===== src/rtl/timer_arbiter_if.sv =====
// Bundle of requester and shared-timer signals around timer_arbiter.
// The arbiter uses the slave modport; the environment driving requests and the timer uses master.
interface timer_arbiter_if #(
    parameter int N_REQ  = 4,
    parameter int TICK_W = 8
);
    logic [N_REQ-1:0]        req;
    logic [N_REQ*TICK_W-1:0] ticks;
    logic [N_REQ-1:0]        grant;
    logic [N_REQ-1:0]        done;
    logic                    busy;
    logic                    tmr_start;
    logic                    tmr_timeout;

    modport master (
        output req, ticks, tmr_timeout,
        input  grant, done, busy, tmr_start
    );

    modport slave (
        input  req, ticks, tmr_timeout,
        output grant, done, busy, tmr_start
    );
endinterface


===== src/rtl/timer_arbiter.sv =====
// Round-robin scheduler sharing one fixed-period timer among N_REQ requesters;
// each owner gets `ticks` timer periods, then a one-cycle done pulse.
module timer_arbiter #(
    parameter int N_REQ  = 4,
    parameter int TICK_W = 8
) (
    input  logic           clk,
    input  logic           rst,
    timer_arbiter_if.slave bus
);
    localparam int IDX_W = (N_REQ > 1) ? $clog2(N_REQ) : 1;

    localparam logic [1:0] S_IDLE  = 2'd0;
    localparam logic [1:0] S_START = 2'd1;
    localparam logic [1:0] S_WAIT  = 2'd2;
    localparam logic [1:0] S_DONE  = 2'd3;

    logic [1:0]        state_q, state_d;
    logic [IDX_W-1:0]  owner_q, owner_d;
    logic [IDX_W-1:0]  rr_ptr_q, rr_ptr_d;
    logic [TICK_W-1:0] remaining_q, remaining_d;
    logic [N_REQ-1:0]  grant_q, grant_d;

    logic              found;
    logic [IDX_W-1:0]  pick;
    logic [TICK_W-1:0] pick_ticks;
    int unsigned       idx;
    logic [IDX_W-1:0]  owner_inc;
    logic              owner_req;
    logic [N_REQ-1:0]  done_w;

    // First requester at or after rr_ptr, wrapping at N_REQ-1 -> 0.
    always_comb begin
        found      = 1'b0;
        pick       = '0;
        pick_ticks = '0;
        idx        = '0;
        for (int unsigned k = 0; k < N_REQ; k++) begin
            idx = 32'(rr_ptr_q) + k;
            if (idx >= N_REQ) idx = idx - N_REQ;
            if (!found && bus.req[idx[IDX_W-1:0]]) begin
                found = 1'b1;
                pick  = idx[IDX_W-1:0];
            end
        end
        for (int unsigned k = 0; k < N_REQ; k++) begin
            if (pick == IDX_W'(k)) pick_ticks = bus.ticks[k*TICK_W +: TICK_W];
        end
    end

    assign owner_inc = (owner_q == IDX_W'(N_REQ - 1)) ? '0 : owner_q + 1'b1;
    assign owner_req = bus.req[owner_q];

    always_comb begin
        state_d     = state_q;
        owner_d     = owner_q;
        rr_ptr_d    = rr_ptr_q;
        remaining_d = remaining_q;
        grant_d     = grant_q;
        case (state_q)
            S_IDLE: begin
                if (found) begin
                    owner_d       = pick;
                    remaining_d   = pick_ticks;
                    grant_d       = '0;
                    grant_d[pick] = 1'b1;
                    state_d       = (pick_ticks != '0) ? S_START : S_DONE;
                end
            end
            S_START: begin
                if (!owner_req) begin
                    state_d  = S_IDLE;
                    grant_d  = '0;
                    rr_ptr_d = owner_inc;
                end else begin
                    state_d = S_WAIT;
                end
            end
            S_WAIT: begin
                // A dropped request wins over a coincident timeout.
                if (!owner_req) begin
                    state_d  = S_IDLE;
                    grant_d  = '0;
                    rr_ptr_d = owner_inc;
                end else if (bus.tmr_timeout) begin
                    if (remaining_q != '0) remaining_d = remaining_q - 1'b1;
                    state_d = (remaining_q <= TICK_W'(1)) ? S_DONE : S_START;
                end
            end
            default: begin
                state_d  = S_IDLE;
                grant_d  = '0;
                rr_ptr_d = owner_inc;
            end
        endcase
    end

    always_ff @(posedge clk) begin
        if (rst) begin
            state_q     <= S_IDLE;
            owner_q     <= '0;
            rr_ptr_q    <= '0;
            remaining_q <= '0;
            grant_q     <= '0;
        end else begin
            state_q     <= state_d;
            owner_q     <= owner_d;
            rr_ptr_q    <= rr_ptr_d;
            remaining_q <= remaining_d;
            grant_q     <= grant_d;
        end
    end

    always_comb begin
        done_w = '0;
        if (state_q == S_DONE) done_w[owner_q] = 1'b1;
    end

    assign bus.grant     = grant_q;
    assign bus.done      = done_w;
    assign bus.busy      = (state_q != S_IDLE);
    assign bus.tmr_start = (state_q == S_START);
endmodule


===== src/flat_wrapper.sv =====
// flat-port wrapper written by rule: the top's interface ports become plain ports
module timer_arbiter_flat 
#(
    parameter int N_REQ  = 4,
    parameter int TICK_W = 8
)
  (clk, rst, bus_req, bus_ticks, bus_tmr_timeout, bus_grant, bus_done, bus_busy, bus_tmr_start);
  timer_arbiter_if #(.N_REQ(N_REQ), .TICK_W(TICK_W)) bus_i ();
  input  logic clk;
  input  logic rst;
  input wire logic [$bits(bus_i.req)-1:0] bus_req;
  input wire logic [$bits(bus_i.ticks)-1:0] bus_ticks;
  input wire logic [$bits(bus_i.tmr_timeout)-1:0] bus_tmr_timeout;
  output wire logic [$bits(bus_i.grant)-1:0] bus_grant;
  output wire logic [$bits(bus_i.done)-1:0] bus_done;
  output wire logic [$bits(bus_i.busy)-1:0] bus_busy;
  output wire logic [$bits(bus_i.tmr_start)-1:0] bus_tmr_start;
  assign bus_i.req = bus_req;
  assign bus_i.ticks = bus_ticks;
  assign bus_i.tmr_timeout = bus_tmr_timeout;
  assign bus_grant = bus_i.grant;
  assign bus_done = bus_i.done;
  assign bus_busy = bus_i.busy;
  assign bus_tmr_start = bus_i.tmr_start;
  timer_arbiter #(.N_REQ(N_REQ), .TICK_W(TICK_W)) u_core (.clk(clk), .rst(rst), .bus(bus_i));
endmodule

===== config.mk =====
export PLATFORM = sky130hd
export DESIGN_NAME = timer_arbiter_flat
export DESIGN_NICKNAME = d
export VERILOG_FILES = /design/src/rtl/timer_arbiter_if.sv /design/src/rtl/timer_arbiter.sv /design/src/flat_wrapper.sv
export SDC_FILE = /design/constraint.sdc
export NUM_CORES = 1
export LEC_CHECK = 0
export CAP_MARGIN = 20
export CORE_ASPECT_RATIO = 1.1
export CORE_MARGIN = 5
export CORE_UTILIZATION = 45
export CTS_CLUSTER_DIAMETER = 50
export DETAILED_ROUTE_END_ITERATION = 10
export DONT_BUFFER_PORTS = 1
export PLACE_DENSITY = 0.59
export REMOVE_ABC_BUFFERS = 1
export SYNTH_ARGS = -nofsm -noshare
export SYNTH_HDL_FRONTEND = slang
export SYNTH_SLANG_ARGS = --single-unit
export TNS_END_PERCENT = 100

===== constraint.sdc =====
create_clock -name clk -period 5.25 [get_ports clk]
set_clock_uncertainty 0.2 [all_clocks]
set_input_delay 1.05 -clock clk [delete_from_list [all_inputs] [get_ports clk]]
set_output_delay 1.05 -clock clk [all_outputs]
set_load 0.005 [all_outputs]

==> flow_metrics.py, run 1 <==
metrics = {
    "run_status": {
        "outcome": "completed",
    },
    "global_routing": {
        "number_of_global_route_vias_before_repair": 1323,
        "grt_antenna_before_repair": 0,
        "overflow": 0,
        "wire_length_of_the_first_global_routing_pass_um": 6510,
        "grtUsageTotal_pct": 17.5,
        "grt_max_degree": 22,
    },
    "setup_path": {
        "endpoint_kind": "flip-flop",
        "startpoint_type": "input port",
        "worst_r2r_path_depth": 6,
        "setup.worst_path.class": "input port to flip-flop",
        "r2r_start": "u_core.state_q[0]",
        "critPathMaxFanout": 14,
        "worst-endpoint-required_ns": 5.31,
        "r2r_end": "u_core.remaining_q[5]",
        "crit_path_start": "bus_req[2]",
        "critPathArrivalTime_ns": 2.93,
        "r2r_setup_slack_ns": 2.70,
    },
    "sta": {
        "holdWs_ns": 0.256,
        "period_needed_ns": 2.87,
        "maxSlewHeadroom_pct": 50.0,
        "postLayoutSetupSlackWorst_ns": 2.38,
        "max_transition_viols_final": 0,
        "fmax_mhz": 349,
        "worst_slew_pin_slew_ns": 0.750,
        "totalNegativeSetupSlack_ns": 0,
        "rsz_0062_raised_after_global_routing": "no",
        "hold_viol_final": 0,
        "post-route-period-util_pct": 54.6,
        "setup_viol": 0,
    },
    "floorplanning": {
        "dieHeight_um": 71.0,
        "core_region_area_mm2": 0.00330,
        "die-area_mm2": 0.00465,
        "chipWidth_um": 65.5,
        "initial_core_util_pct": 46.1,
        "rows": 22,
        "ios": 49,
    },
    "place": {
        "place.gp.congestion": 0.840,
        "numPortBuffers": 0,
        "place_worst_setup_slack_ns": 2.08,
        "placedInstanceArea_mm2": 0.00154,
        "dp.final_hpwl_um": 3020,
    },
    "synthesis": {
        "synth_largest_type_area_fraction_pct": 23.6,
        "synth.largest_area_cell": "dfxtp_1",
        "yosysSeqAreaShare_pct": 23.6,
        "ff_latch_count_synth": 18,
        "synthesis.yosys.warnings": 0,
        "synth_async_sr_flop_share_pct": 0,
        "synth_top_flop_cell": "dfxtp_1",
        "synth_enable_flop_cells": 0,
        "postSynthAreaPerCell_um2": 8.06,
        "synth_area_mm2": 0.00152,
        "synth_cell_type_count": 43,
        "synth.most_common_cell": "mux2i_1",
        "post_synth_most_frequent_cells": "22 x mux2i_1, 19 x a21oi_1, 18 x dfxtp_1, 18 x nand2_1, 15 x nor2_1",
        "syn-instance-count": 189,
        "synthTopCellsByArea": "dfxtp_1 24%, mux2i_1 14%, ha_1 8.2%",
    },
    "clock_network": {
        "tritoncts": "built",
        "clock-root-buffer": "clkbuf_4",
        "cts_repair_resize_count": 0,
        "holdBufCountCts": 0,
        "clock_sink_count": 18,
        "postCtsSetupBuffers": 0,
        "clk_transition_reported_paths_ns": 0.12,
        "worstSkewPairLatency_ns": 0.30,
        "maximum_clock_insertion_buffer_count": 2,
        "cts-buffers-inserted": 3,
        "cts_h_tree_lvls": 1,
    },
    "hold_path": {
        "hp-class": "flip-flop to flip-flop",
        "timing.hold.worst_path_depth": 2,
        "hold_end": "u_core.remaining_q[7]",
        "hold_start": "u_core.remaining_q[7]",
    },
    "pwr": {
        "max-vdd-ir-drop_mv": 0.122,
        "powerDensity_mw_per_mm2": 320,
        "leakage_nw": 0.612,
    },
    "routing": {
        "post_drt_via_cell_ratio": 6.11,
        "wl_um": 3900,
        "via_count": 1362,
        "route.detailed.drc": 0,
        "drt_iter0_drc": 40,
        "post_drt_wl_per_cell_um": 17.5,
        "drt-pass1-iter-count": 4,
        "postRouteAntennaNets": 0,
    },
    "final_layout": {
        "fillCellCount": 323,
        "num_antenna_cells": 0,
        "postLayoutCellArea_mm2": 0.00157,
        "syn_to_final_growth_pct": 3.12,
        "proportion_of_layout_cells_with_a_drive_suffix_above_1_pct": 10.2,
        "nNetsFinal": 237,
        "final_core_util_pct": 47.6,
    },
    "job": {
        "max_cap_violations": 0,
    },
}
[area by class of cell]
| class | count | area, um2 | area share, % |
|---|---|---|---|
| clock buffers | 4 | 36.3 | 2.31 |
| inverters | 10 | 37.5 | 2.39 |
| multi-input cells | 154 | 1080 | 69.0 |
| flip-flops and latches | 18 | 360 | 22.9 |
| well taps | 36 | 45.0 | 2.87 |
| repair buffers | 1 | 7.51 | 0.478 |
[kinds of logic after synthesis]
kind of cell	after synthesis	share of synthesized area, %
muxes	26	18.1
and+or+nand+nor	72	25.5
buffers and inverters	17	5.17
adders and majority gates	10	8.21
DFF	18	23.6
AOI/OAI and AO/OA	46	19.4
[how the worst max path moves through the flow]
stage / cells past startpoint / endpoint / slack, ns
after global routing: 7 / u_core.remaining_q[6] / 2.20
after CTS: 7 / u_core.state_q[1] / 2.40
final: 7 / u_core.state_q[1] / 2.38
after floorplan: 7 / u_core.remaining_q[2] / 1.87
after global placement: 7 / u_core.state_q[1] / 2.21
after detailed placement: 7 / u_core.state_q[1] / 2.08
[through the flow]
step                power, W  instances
floorplan           0.000363        182
global placement    0.000407        219
detailed placement  0.000413        219
CTS                 0.000503        223
global route        0.000545        223
finish              0.000503        223
[worst max-delay path, cell delays in order]
cell and delay [ns]:
nor2b_1 0.15, a311oi_2 0.09, nor2_2 0.63, mux2i_1 0.39, a21oi_1 0.13, nor4b_2 0.31, a31o_1 0.18
[flip-flops by register name, indices dropped and copies added (netlist names)]
signal / cells
u_core.owner_q: 2
u_core.state_q: 2
u_core.bus.grant: 4
u_core.rr_ptr_q: 2
u_core.remaining_q: 8
[routing by layer]
metal	track usage, %	share of wire (%)
met4	5.99	2.2
met1	23.3	43
met2	28.6	50
met5	0	0
met3	2.54	4.9
[placed cells by master (no fill, tap or decap), types with 3 or more instances in the layout]
| cell type | instances |
|---|---|
| o21a_1 | 3 |
| clkbuf_4 | 3 |
| or2_2 | 3 |
| mux2_2 | 3 |
| nand2b_1 | 3 |
| or3_1 | 3 |
| nand2_1 | 18 |
| ha_1 | 10 |
| o21ai_0 | 7 |
| nor2_1 | 15 |
| a21oi_1 | 19 |
| mux2i_1 | 22 |
| nand3_1 | 7 |
| a211oi_1 | 5 |
| inv_1 | 10 |
| and2_1 | 4 |
| dfxtp_1 | 18 |
| nor3_1 | 4 |
[power breakdown]
part / total [W] / internal (W) / switching [W] / leakage, nW
combinational: 0.000226 / 0.0000966 / 0.000129 / 0.443
clock: 0.0000909 / 0.0000423 / 0.0000486 / 0.0210
sequential: 0.000186 / 0.000160 / 0.0000256 / 0.148
total: 0.000503 / 0.000299 / 0.000203 / 0.612
Power figures use the tool's default switching activity.
==> run 2: changes to the inputs <==
- PLACE_DENSITY: 0.59 -> 0.61
- clock period: 5.25 -> 2.55 ns (I/O delays scaled with it)
==> run 2 against run 1 <==
Net effect:
- sequential cell count stayed put
- total power is 110% higher
- setup slack worse by 2.2 ns
- routed wire length is 0.79% lower
- highest routed layer unchanged
==> flow_metrics.py, run 2 (synthesis gave the netlist of run 1 again) <==
metrics = {
    "place": {
        "placedInstanceArea_mm2": 0.00157,
        "place_worst_setup_slack_ns": -0.0460,
        "numPortBuffers": 0,
        "place.gp.congestion": 0.833,
        "dp.final_hpwl_um": 3070,
    },
    "sta": {
        "worst_slew_pin_slew_ns": 0.686,
        "rsz_0062_raised_after_global_routing": "no",
        "hold_viol_final": 0,
        "post-route-period-util_pct": 93.5,
        "totalNegativeSetupSlack_ns": 0,
        "period_needed_ns": 2.39,
        "setup_viol": 0,
        "postLayoutSetupSlackWorst_ns": 0.165,
        "fmax_mhz": 419,
        "maxSlewHeadroom_pct": 54.2,
        "max_transition_viols_final": 0,
        "holdWs_ns": 0.0547,
    },
    "setup_path": {
        "setup.worst_path.class": "flip-flop to flip-flop",
        "critPathArrivalTime_ns": 2.42,
        "critical_path_buf_inv_count": 2,
        "r2r_end": "u_core.remaining_q[4]",
        "timing.critical_path.depth": 8,
        "critPathMaxFanout": 9,
        "r2r_start": "u_core.state_q[1]",
        "endpoint_kind": "flip-flop",
        "worst_r2r_path_depth": 8,
        "timing.critical_path.slowest_stage_cell": "or4_1",
        "path_common_cell": "inv_1",
        "max_stage_delay_ns": 0.50,
        "worstPathCellList": "inv_1, ha_1, inv_1, or2_2, o21ai_0, a21o_1, or4_1, a41oi_1",
        "r2r_setup_slack_ns": 0.16,
        "worst-endpoint-required_ns": 2.59,
        "startpoint_type": "flip-flop",
        "critical_path.top_delay_family": "compound AO/OA/AOI/OAI gates",
    },
    "floorplanning": {
        "die-area_mm2": 0.00465,
        "core_region_area_mm2": 0.00330,
        "ios": 49,
        "initial_core_util_pct": 46.1,
        "chipWidth_um": 65.5,
        "rows": 22,
        "dieHeight_um": 71.0,
    },
    "final_layout": {
        "final_common_cell": "mux2i_1",
        "top_register": "u_core.remaining_q",
        "nNetsFinal": 240,
        "syn_to_final_growth_pct": 5.75,
        "postLayoutCellArea_mm2": 0.00161,
        "num_antenna_cells": 0,
        "layout.cells.most_common_list": "22 x mux2i_1, 19 x a21oi_1, 18 x nand2_1, 18 x dfxtp_1, 15 x nor2_1",
        "proportion_of_layout_cells_with_a_drive_suffix_above_1_pct": 11.6,
        "largest_register_ff_count": 8,
    },
    "global_routing": {
        "wire_length_of_the_first_global_routing_pass_um": 6440,
        "grt_antenna_before_repair": 0,
        "grt_max_degree": 22,
        "overflow": 0,
        "grtUsageTotal_pct": 17.5,
        "number_of_global_route_vias_before_repair": 1392,
    },
    "routing": {
        "post_drt_wl_per_cell_um": 17.1,
        "postRouteAntennaNets": 0,
        "via_count": 1397,
        "post_drt_via_cell_ratio": 6.18,
        "drt-pass1-iter-count": 4,
        "route.detailed.drc": 0,
        "wl_um": 3870,
        "drt_iter0_drc": 48,
    },
    "pwr": {
        "max-vdd-ir-drop_mv": 0.231,
        "powerDensity_mw_per_mm2": 650,
        "leakage_nw": 0.633,
    },
    "clock_network": {
        "cts_h_tree_lvls": 1,
        "postCtsSetupBuffers": 0,
        "worstSkewPairLatency_ns": 0.31,
        "clk_transition_reported_paths_ns": 0.12,
        "clock-root-buffer": "clkbuf_4",
        "tritoncts": "built",
        "cts-buffers-inserted": 3,
        "clock_sink_count": 18,
        "maximum_clock_insertion_buffer_count": 2,
    },
    "hold_path": {
        "hp-class": "input port to flip-flop",
        "hold_end": "u_core.remaining_q[7]",
        "timing.hold.worst_path_depth": 1,
        "hold_start": "rst",
    },
    "run_status": {
        "outcome": "completed",
    },
    "job": {
        "max_cap_violations": 0,
    },
}
run 2: metal layers:
metal / global-route usage (%) / wire length, um
met3: 3.02 / 213
met2: 30.6 / 1990
met5: 0 / 0
met4: 7.37 / 88
met1: 20.8 / 1580
run 2: worst max path at each step:
stage	to	slack (ns)	from
after floorplan	u_core.remaining_q[2]	-0.29	bus_req[2]
after global placement	u_core.remaining_q[2]	0.04	bus_req[2]
after detailed placement	u_core.remaining_q[2]	-0.05	bus_req[2]
after CTS	u_core.remaining_q[2]	0.10	u_core.rr_ptr_q[1]
after global routing	u_core.remaining_q[5]	0.0006	u_core.state_q[0]
final	u_core.remaining_q[4]	0.16	u_core.state_q[1]
run 2: timing repair:
item	4_1_cts	5_1_grt
setup endpoints to repair	0	4
resized for setup	0	1
hold buffers	0	0
run 2: worst register-to-register path, stage by stage (launching register included):
cell and delay [ns]:
dfxtp_1 0.42, inv_1 0.09, ha_1 0.25, inv_1 0.09, or2_2 0.13, o21ai_0 0.15, a21o_1 0.29, or4_1 0.50
a41oi_1 0.20
run 2: area by class of cell:
cell class	instances	area (um2)
Fill cell	344	1690
Multi-Input combinational cell	154	1090
Sequential cell	18	360
Tap cell	36	45.0
Timing Repair Buffer	4	42.5
Inverter	10	37.5
Clock buffer	4	36.3
run 2: power by group:
part / internal [W] / switching, W
Sequential: 0.000330 / 0.0000528
Combinational: 0.000213 / 0.000266
Clock: 0.0000872 / 0.0000994
run 2: metrics by stage:
step | instances | power [W] | utilization, %
floorplan | 182 | 0.000747 | -
global route | 226 | 0.00114 | 48.8
finish | 226 | 0.00105 | 48.8
global placement | 222 | 0.000853 | 47.5
detailed placement | 222 | 0.000866 | 47.5
CTS | 226 | 0.00106 | 48.6
==> run 3: changes to the inputs <==
- CORE_UTILIZATION: 45 -> 55
- PLACE_DENSITY: 0.61 -> 0.72
==> run 3 against run 2 <==
Net effect:
- die area fell by 16%
- sequential cell count did not move
- register-to-register slack barely moved
- combinational power barely moved
- sequential power barely moved
- routed wire length rose by 0.75%
==> flow_metrics.py, run 3 (synthesis gave the netlist of run 1 again) <==
metrics = {
    "hold_path": {
        "hold_end": "u_core.remaining_q[6]",
        "hold_start": "rst",
        "hp-class": "input port to flip-flop",
        "timing.hold.worst_path_depth": 1,
    },
    "routing": {
        "post_drt_wl_per_cell_um": 17.6,
        "route.detailed.drc": 0,
        "postRouteAntennaNets": 0,
        "wl_um": 3900,
        "drt-pass1-iter-count": 4,
        "post_drt_via_cell_ratio": 6.25,
        "drt_iter0_drc": 96,
        "via_count": 1387,
    },
    "clock_network": {
        "holdBufCountCts": 0,
        "clk_transition_reported_paths_ns": 0.11,
        "cts-buffers-inserted": 3,
        "clock_sink_count": 18,
        "worstSkewPairLatency_ns": 0.31,
        "cts_h_tree_lvls": 1,
        "clock-root-buffer": "clkbuf_4",
        "tritoncts": "built",
        "maximum_clock_insertion_buffer_count": 2,
    },
    "sta": {
        "hold_viol_final": 0,
        "postLayoutSetupSlackWorst_ns": 0.168,
        "post-route-period-util_pct": 93.4,
        "maxSlewHeadroom_pct": 70.8,
        "period_needed_ns": 2.38,
        "holdWs_ns": 0.0532,
        "max_transition_viols_final": 0,
        "setup_viol": 0,
        "worst_slew_pin_slew_ns": 0.438,
        "fmax_mhz": 420,
        "rsz_0062_raised_after_global_routing": "no",
        "totalNegativeSetupSlack_ns": 0,
    },
    "setup_path": {
        "endpoint_kind": "flip-flop",
        "startpoint_type": "flip-flop",
        "worst_r2r_path_depth": 8,
        "worst-endpoint-required_ns": 2.59,
        "critPathArrivalTime_ns": 2.42,
        "critPathMaxFanout": 9,
        "r2r_setup_slack_ns": 0.17,
        "r2r_end": "u_core.remaining_q[4]",
        "setup.worst_path.class": "flip-flop to flip-flop",
        "r2r_start": "u_core.state_q[0]",
    },
    "job": {
        "max_cap_violations": 0,
    },
    "final_layout": {
        "postLayoutCellArea_mm2": 0.00161,
        "proportion_of_layout_cells_with_a_drive_suffix_above_1_pct": 12.2,
        "layout.cells.most_common_list": "22 x mux2i_1, 18 x nand2_1, 18 x a21oi_1",
        "final_common_cell": "mux2i_1",
        "fillCellCount": 235,
        "top_register": "u_core.remaining_q",
        "nNetsFinal": 239,
        "largest_register_ff_count": 8,
        "syn_to_final_growth_pct": 5.34,
        "num_antenna_cells": 0,
    },
    "floorplanning": {
        "core_region_area_mm2": 0.00270,
        "die-area_mm2": 0.00392,
        "ios": 49,
        "rows": 20,
        "chipWidth_um": 60.2,
        "dieHeight_um": 65.2,
        "initial_core_util_pct": 56.4,
    },
    "pwr": {
        "fin_total_pwr_w": 0.00105,
        "leakage_nw": 0.629,
        "powerDensity_mw_per_mm2": 655,
        "max-vdd-ir-drop_mv": 0.401,
    },
    "global_routing": {
        "grt_max_degree": 22,
        "wire_length_of_the_first_global_routing_pass_um": 6360,
        "grtUsageTotal_pct": 21.2,
        "number_of_global_route_vias_before_repair": 1355,
        "grt_antenna_before_repair": 0,
        "overflow": 0,
    },
    "place": {
        "placedInstanceArea_mm2": 0.00156,
        "place.gp.congestion": 0.903,
        "place_worst_setup_slack_ns": -0.0107,
        "dp.final_hpwl_um": 2990,
        "numPortBuffers": 0,
    },
    "run_status": {
        "outcome": "completed",
    },
}
[run 3: cell count changes in the layout (fill, tap and decap cells not counted), sizes merged]
cell	delta
buf	-1
[run 3: repair_timing]
item                                    CTS  global route
buffers inserted                          0             0
gates resized for setup                   0             3
endpoints found under the setup margin    0             3
[run 3: worst max path at each step]
stage                            start  slack, ns  cells after the start                     to
floorplan                   bus_req[2]      -0.29                      7  u_core.remaining_q[2]
global placement            bus_req[0]       0.07                      6  u_core.remaining_q[2]
global route         u_core.state_q[0]      0.006                      8  u_core.remaining_q[4]
detailed placement          bus_req[0]      -0.01                      6  u_core.remaining_q[2]
CTS                 u_core.rr_ptr_q[1]       0.12                      6  u_core.remaining_q[2]
finish               u_core.state_q[0]       0.17                      8  u_core.remaining_q[4]
[run 3: cell type report]
type,count,area (um2),share of cell area (%)
multi-input combinational,154,1090,68.1
sequential,18,362,22.5
clock buffer,4,36.3,2.26
timing repair buffer,3,35.0,2.18
inverter,10,37.5,2.34
tap,33,41.3,2.57
[run 3: stage by stage]
stage          util, %  cells
3_3_place_gp      57.7    218
5_1_grt           59.4    222
3_5_place_dp      57.7    218
4_1_cts           59.0    222
6_report          59.4    222
2_1_floorplan        -    182
[run 3: critical path, stage by stage, from the launching register on]
cell and delay (ns):
dfxtp_1 0.40, inv_1 0.09, ha_1 0.27, inv_1 0.09
or2_2 0.13, o21ai_0 0.13, a21o_1 0.29, or4_1 0.49
a41oi_1 0.21
[run 3: layer usage]
layer	track usage, %	share of wire [%]	up-vias
met5	0	0	-
met4	7.48	1.4	0
met3	3.34	7.6	5
met2	36.9	52	52
met1	25.7	39	642
li1	-	-	688
[run 3: where the power goes]
group	leakage [nW]	switching, W	internal (W)
clock network	0.0210	0.0000997	0.0000874
logic	0.459	0.000267	0.000213
registers	0.149	0.0000544	0.000330
